## src/rtl/mips_branch_pkg.sv

```systemverilog
// Shared branch-unit definitions: opcode encoding, predictor counter reset
// value and the 2-bit saturating counter update.
package mips_branch_pkg;

    localparam logic [2:0] BR_BEQ  = 3'd0;
    localparam logic [2:0] BR_BNE  = 3'd1;
    localparam logic [2:0] BR_BLEZ = 3'd2;
    localparam logic [2:0] BR_BGTZ = 3'd3;
    localparam logic [2:0] BR_BLTZ = 3'd4;
    localparam logic [2:0] BR_BGEZ = 3'd5;

    localparam logic [1:0] CTR_RESET = 2'b01;

    function automatic logic [1:0] ctr_update(input logic [1:0] ctr, input logic taken);
        logic [1:0] res;
        res = ctr;
        if (taken) begin
            if (ctr != 2'b11) res = ctr + 2'd1;
        end else begin
            if (ctr != 2'b00) res = ctr - 2'd1;
        end
        return res;
    endfunction

endpackage

```

## src/rtl/branch_cond_eval.sv

```systemverilog
// Combinational evaluation of the MIPS conditional-branch set; zero-compares
// treat operand a as a signed WIDTH-bit value.
module branch_cond_eval
    import mips_branch_pkg::*;
#(
    parameter int WIDTH = 32
) (
    input  logic [WIDTH-1:0] a,
    input  logic [WIDTH-1:0] b,
    input  logic [2:0]       op,
    output logic             taken,
    output logic             legal
);

    logic a_neg;
    logic a_zero;

    assign a_neg  = a[WIDTH-1];
    assign a_zero = (a == '0);

    always_comb begin
        taken = 1'b0;
        legal = 1'b1;
        case (op)
            BR_BEQ:  taken = (a == b);
            BR_BNE:  taken = (a != b);
            BR_BLEZ: taken = a_neg | a_zero;
            BR_BGTZ: taken = ~a_neg & ~a_zero;
            BR_BLTZ: taken = a_neg;
            BR_BGEZ: taken = ~a_neg;
            default: legal = 1'b0;
        endcase
    end

endmodule

```

## src/rtl/branch_resolve_bht.sv

```systemverilog
// EX-stage branch resolution with a 2-bit-counter branch history table,
// registered outcome/mispredict flags and saturating statistics.
module branch_resolve_bht
    import mips_branch_pkg::*;
#(
    parameter int WIDTH     = 32,
    parameter int BHT_DEPTH = 64,
    parameter int IDX_LSB   = 2,
    parameter int COUNT_W   = 16
) (
    input  logic               clk,
    input  logic               rst_n,
    input  logic [31:0]        if_pc,
    output logic               if_pred_taken,
    input  logic               ex_valid,
    input  logic [2:0]         ex_op,
    input  logic [31:0]        ex_pc,
    input  logic [WIDTH-1:0]   ex_a,
    input  logic [WIDTH-1:0]   ex_b,
    input  logic               ex_pred_taken,
    input  logic               stall,
    input  logic               flush,
    output logic               res_valid,
    output logic               res_taken,
    output logic               res_mispredict,
    output logic [COUNT_W-1:0] branch_cnt,
    output logic [COUNT_W-1:0] mispred_cnt
);

    localparam int IDX_W = $clog2(BHT_DEPTH);

    logic [1:0]         bht_q [BHT_DEPTH];
    logic [IDX_W-1:0]   if_idx;
    logic [IDX_W-1:0]   ex_idx;
    logic               cond_taken;
    logic               cond_legal;
    logic               capture;
    logic               mispredict;
    logic               res_valid_q, res_taken_q, res_mispredict_q;
    logic               res_valid_d, res_taken_d, res_mispredict_d;
    logic [COUNT_W-1:0] branch_cnt_q, mispred_cnt_q;

    branch_cond_eval #(.WIDTH(WIDTH)) u_cond (
        .a     (ex_a),
        .b     (ex_b),
        .op    (ex_op),
        .taken (cond_taken),
        .legal (cond_legal)
    );

    assign if_idx        = if_pc[IDX_LSB +: IDX_W];
    assign ex_idx        = ex_pc[IDX_LSB +: IDX_W];
    assign if_pred_taken = bht_q[if_idx][1];

    assign capture    = ex_valid & cond_legal & ~stall & ~flush;
    assign mispredict = cond_taken ^ ex_pred_taken;

    // Lookup reads the flop array directly, so a same-cycle update is not bypassed.
    for (genvar gi = 0; gi < BHT_DEPTH; gi++) begin : g_bht
        always_ff @(posedge clk or negedge rst_n) begin
            if (!rst_n) begin
                bht_q[gi] <= CTR_RESET;
            end else if (capture && ex_idx == IDX_W'(gi)) begin
                bht_q[gi] <= ctr_update(bht_q[gi], cond_taken);
            end
        end
    end

    always_comb begin
        res_valid_d      = res_valid_q;
        res_taken_d      = res_taken_q;
        res_mispredict_d = res_mispredict_q;
        if (flush) begin
            res_valid_d      = 1'b0;
            res_taken_d      = 1'b0;
            res_mispredict_d = 1'b0;
        end else if (!stall) begin
            res_valid_d      = capture;
            res_taken_d      = capture & cond_taken;
            res_mispredict_d = capture & mispredict;
        end
    end

    always_ff @(posedge clk or negedge rst_n) begin
        if (!rst_n) begin
            res_valid_q      <= 1'b0;
            res_taken_q      <= 1'b0;
            res_mispredict_q <= 1'b0;
            branch_cnt_q     <= '0;
            mispred_cnt_q    <= '0;
        end else begin
            res_valid_q      <= res_valid_d;
            res_taken_q      <= res_taken_d;
            res_mispredict_q <= res_mispredict_d;
            if (capture && branch_cnt_q != '1) branch_cnt_q <= branch_cnt_q + 1'b1;
            if (capture && mispredict && mispred_cnt_q != '1) mispred_cnt_q <= mispred_cnt_q + 1'b1;
        end
    end

    assign res_valid      = res_valid_q;
    assign res_taken      = res_taken_q;
    assign res_mispredict = res_mispredict_q;
    assign branch_cnt     = branch_cnt_q;
    assign mispred_cnt    = mispred_cnt_q;

    logic unused_pc_bits;
    assign unused_pc_bits = ^{if_pc, ex_pc};

endmodule

```

## config.mk

```make
export PLATFORM = sky130hd
export DESIGN_NAME = branch_resolve_bht
export DESIGN_NICKNAME = d
export VERILOG_FILES = /design/src/rtl/mips_branch_pkg.sv /design/src/rtl/branch_cond_eval.sv /design/src/rtl/branch_resolve_bht.sv
export SDC_FILE = /design/constraint.sdc
export NUM_CORES = 1
export LEC_CHECK = 0
export BUFFER_PORTS_ARGS = -buffer_cell sky130_fd_sc_hd__buf_2
export CAP_MARGIN = 40
export CORE_MARGIN = 2
export CORE_UTILIZATION = 55
export CTS_CLUSTER_DIAMETER = 120
export CTS_CLUSTER_SIZE = 8
export DETAILED_ROUTE_END_ITERATION = 6
export GPL_ROUTABILITY_DRIVEN = 0
export PLACE_DENSITY = 0.84
export RECOVER_POWER = 50
export SETUP_SLACK_MARGIN = 0.05
export SKIP_CTS_REPAIR_TIMING = 1
export SLEW_MARGIN = 20
export SYNTH_ARGS = -nofsm -noshare
export SYNTH_HDL_FRONTEND = slang
export SYNTH_SLANG_ARGS = --single-unit
```

## constraint.sdc

```tcl
create_clock -name clk -period 3.46 [get_ports clk]
set_input_delay 0.173 -clock clk [delete_from_list [all_inputs] [get_ports clk]]
set_output_delay 0.173 -clock clk [all_outputs]
set_load 0.1 [all_outputs]
```

After elaboration in Yosys (flattened, before gate mapping)
Cells that the tools add are included.
Cells by class
  add/sub/neg operators: 130
  order comparisons: 1
  eq/ne operators: 201
  multiplexer cells: 203
  bitwise gates (word level): 13
  reduce and logical (&&, ||, !) cells: 263
Operator list (number)
  $mux 2: 194
  $reduce_bool 2->1: 128
  $eq 6x6->1 const B: 32
  $reduce_and 3->1: 64
  $ne 2x1->1 const B: 65
  $add 2x1->2 const B: 64
  $ne 2x2->1 const B: 64
  $sub 2x1->2 const B: 64
  $eq 6x5->1 const B: 16
  $logic_and 1x1->1: 67
  $eq 6x4->1 const B: 8
  $add 16x1->16 const B: 2
  $eq 32x32->1: 1
  $logic_not 32->1: 1
  $ne 16x16->1 const B: 2
  $ne 32x32->1: 1
  $eq 6x3->1 const B: 4
  $bmux 2 s6: 1
  $eq 6x2->1 const B: 2
  $ge 7x7->1 const B: 1
  $mux 1: 7
  $not 6->7: 1
  $and 1x1->1: 6
  $eq 3x2->1 const B: 2
  other kinds (10): 14
Storage, ports and cells
  register bits after elaboration: 163
  input bits: 137
  logic and storage cells: 880

Depth between registers and ports, before layout
  depth after elaboration: 9
  depth in mapped cells: 11

Cells and area by module
A second synthesis with hierarchy kept.
Unflattened totals
  cell total of the unflattened synthesis: 966
  area, all modules: 9776.9 µm²
By module, submodules not included
  branch_resolve_bht: times used 1, cells each 903, area an instance 9297.7 µm², seq. area each 4159.0 µm²
  branch_cond_eval: times used 1, cells each 63, area an instance 479.2 µm², seq. area each 0.0 µm²

Least setup slack after synthesis
OpenSTA, ideal clock, no wires.
  kind: reg-to-reg
  start: reg mispred_cnt_q[0], in the netlist mispred_cnt[0]
  end: reg mispred_cnt_q[1], in the netlist mispred_cnt[1]
  library setup time: 0.126 ns
  arrival: 2.840 ns
  data required time: 3.334 ns
  slack: 0.494 ns
  cell stages (with the launch flop): 10
  clock period less this slack: 2.966 ns
  path through: dfrtp_1 > ha_1 > nand2_1 > nor2_1 > nand2_1 > nor3_2 > nor2_1 > and3_1 > or2_1 > mux2_2
Between the ends
  cells in the longest elaborated chain, start to end: 2
  elaborated cells between the ends (all ways): 3
  classes of those cells: 1 x add/sub; 1 x eq/ne; 1 x reduce/logical
Ends and longest elaborated chain
  start: declaration: RTL line branch_resolve_bht.sv:41  | logic [COUNT_W-1:0] branch_cnt_q, mispred_cnt_q;
  start signal: assignment: RTL line branch_resolve_bht.sv:96  | if (capture && mispredict && mispred_cnt_q != '1) mispred_cnt_q <= mispred_cnt_q + 1'b1;
  branches (longest 2 deep; another with $add 16x1->16)
Several ways; the timed one is not identified.
A chain may end at the register's enable or synchronous reset.

Final worst setup path
  start: reg bht_q[41] (netlist name)
  end: out if_pred_taken
Between the ends
  cells in the longest elaborated chain, start to end: 3
Ends and longest elaborated chain
  start: declaration: RTL line branch_resolve_bht.sv:32  | logic [1:0] bht_q [BHT_DEPTH];
  start signal: indexed assignment: RTL line branch_resolve_bht.sv:64  | bht_q[gi] <= ctr_update(bht_q[gi], cond_taken);
  $bmux 2 s6: RTL line branch_resolve_bht.sv:53  | assign if_pred_taken = bht_q[if_idx][1];
  $mux 2 (not written as such) (2 in a row): RTL line branch_resolve_bht.sv:53
  end: declaration: RTL line branch_resolve_bht.sv:14  | output logic if_pred_taken,
No other way between the ends. The select of a mux whose other input is x is not followed.

==> flow_summary.yaml <==
outcome:
  status: "finished, violations left"
  violations: "max-capacitance violations, max-slew violations"
global_route:
  grt_max_degree: 93
  gr-total-overflow: 0
  track_usage_pct: 28.3
  grt_pass1_wl_um: 40300
  grt_pass1_vias: 8228
  antenna_found_initial: 1
critical_path:
  r2r_slack_ps: 900
  critical_path_class: "reg -> out"
  cp_max_fo: 5
  crit_required_ps: 3290
  startpoint_type: "flop"
  arrival_ps: 2650
  endpoint_kind: "primary output"
die:
  num_rows: 47
  core_region_area_sq_mm: 0.0166
  die_y_um: 135
  die_width_um: 135
  dieArea_sq_mm: 0.0182
  pin_count: 173
  initial_core_util_pct: 56.5
timing:
  tns_ps: 0
  relSlewSlack_pct: -25.2
  clock_skew_ps: 6.86
  setup_viol: 0
  hold_viol: 0
  max_freq_mhz: 354
  period_share_pct: 81.6
  slew_viol_final: 77
  rsz0062_at_grt: "false"
  worst_pin_slew_ps: 1880
  hold_ws_ps: 33.6
  period_needed_ps: 2820
detailed_routing:
  drcViolationCount: 0
  route.vias.total: 8558
  drt-vias-per-instance: 6.12
  dr.pass1.iters: 6
  routed_wl_um: 24800
  drt_iter0_drc: 808
  postRouteAntennaNets: 0
  wl_per_cell_um: 17.8
synth:
  ys_seq_area_share_pct: 44.2
  synth_edf_count: 0
  ys_top_cells_by_count: "o21ai_0, a21oi_1, dfrtp_1, nand2_1, nor2_1"
  synth_top_area_cell: "dfrtp_1"
  synth_cell_types: 47
  synth.most_common_cell: "o21ai_0"
  syn_area_sq_mm: 0.00941
  syn_avg_cell_area_sq_um: 8.86
  yosys-top-cells-area: "dfrtp_1, dfstp_2, o21ai_0, a21oi_1, mux4_2"
  synthArstFlopShare_pct: 100
  synth.yosys.warnings: 0
  synth_ff_type: "dfrtp_1"
  syn-num-nets: 1201
  syn_inst: 1062
  synth_top_area_share_pct: 26.3
  ys_ff_latch: 163
cells_and_area:
  final-seq-area_sq_mm: 0.00416
  final_nets: 1302
  drive_above_1_share_pct: 20.8
  final_util_pct: 64.7
  syn2layout_area_growth_pct: 14.4
  fill_cells: 1317
  multiInputGateArea_sq_mm: 0.00476
worst_hold_path:
  hp-class: "in -> reg"
clock_network:
  clkLatencyLatePin_ps: 430
  numCtsBuffers: 17
  cts_tree: "built"
  cts.sinks: 163
  path_clk_slew_ps: 60
  htree_levels: 4
  cts_buffer_depth: 2
  ctsRootBufferMaster: "clkbuf_16"
power_and_ir_drop:
  design_power_total_mw: 4.88
  vdd_ir_drop_max_mv: 0.668
  cellLeakagePower_nw: 4.37
  power_density_mw_per_mm2: 454
placed_design:
  port_buffers: 120
  dp_hpwl_um: 16900
run:
  drv_cap: 1
==> final timing paths <==
check,start,to,cells past startpoint
max,bht_q[41],if_pred_taken,4
min,flush,res_valid,4
max reg2reg,mispred_cnt[7],mispred_cnt[1],7
min reg2reg,res_valid,res_valid,2
max in group asynchronous,rst_n,bht_q[75],3
min in group asynchronous,rst_n,bht_q[27],2
==> critical path: stages, from the launching register on <==
cell     delay [ps]
dfrtp_1         430
mux4_2          540
mux4_2          480
mux4_2          470
buf_2           300
==> report_power, final <==
part | leakage (nW) | switching, mW | internal [mW] | total [mW]
clock network | 0.291 | 0.766 | 1.13 | 1.90
registers | 1.72 | 0.0785 | 2.02 | 2.10
logic | 2.35 | 0.687 | 0.198 | 0.885
total | 4.37 | 1.53 | 3.35 | 4.88
==> cells by family (layout without fill, tap and decap cells) <==
family / count (synthesis) / in the layout / share of synthesized area [%]
AOI/OAI and AO/OA: 384 / 384 / 22.9
and+or+nand+nor: 288 / 288 / 14.2
xor gates and xnor gates: 63 / 63 / 5.87
other: 0 / 2 / 0
muxes: 42 / 42 / 7.33
adders and majority gates: 2 / 2 / 0.266
DFF: 163 / 163 / 44.2
buffers and inverters: 120 / 234 / 5.29
==> registers in the layout (all words and copies together) (netlist names) <==
name / flops
bht_q: 128
branch_cnt: 16
res_valid: 1
res_taken: 1
mispred_cnt: 16
res_mispredict: 1
==> per-layer routing <==
layer | track usage [%] | up-vias | wire [um]
met5 | 0 | - | 0
met4 | 10.5 | 0 | 632
met3 | 6.94 | 52 | 1950
met2 | 47.3 | 388 | 12300
met1 | 35.6 | 4086 | 9920
li1 | - | 4032 | -
==> through the flow <==
stage | setup WS [ps] | area (sq um) | instances
after global placement | 562 | 10200 | 1363
final | 637 | 10800 | 1398
after detailed placement | 408 | 10200 | 1363
after CTS | 628 | 10800 | 1395
after global routing | 389 | 10800 | 1397
after floorplan | 494 | 9410 | 1062
==> layout by cell type (no fill, tap or decap), types with 10 or more instances in the layout <==
cell type	instances
nor3_1	16
xnor2_1	27
xor2_1	36
mux2i_1	16
o211ai_1	53
mux4_2	21
dfrtp_1	99
dfstp_2	64
buf_4	10
nand3_1	20
nor4_1	19
nor2_1	87
buf_2	102
clkbuf_16	17
clkbuf_1	18
a21oi_1	119
nand2_1	94
nand4_1	13
o21ai_0	126
o21ai_1	63
inv_1	67
==> area by class of cell <==
cell class / count / share of cell area [%]
diodes: 2 / 0.0465
clock buffers: 22 / 4.50
clock inverters: 10 / 0.977
inverters: 67 / 2.34
multi-input cells: 779 / 44.3
flip-flops and latches: 163 / 38.7
well taps: 220 / 2.56
repair buffers: 135 / 6.66
Note: power is estimated with default switching activity, not from simulation.
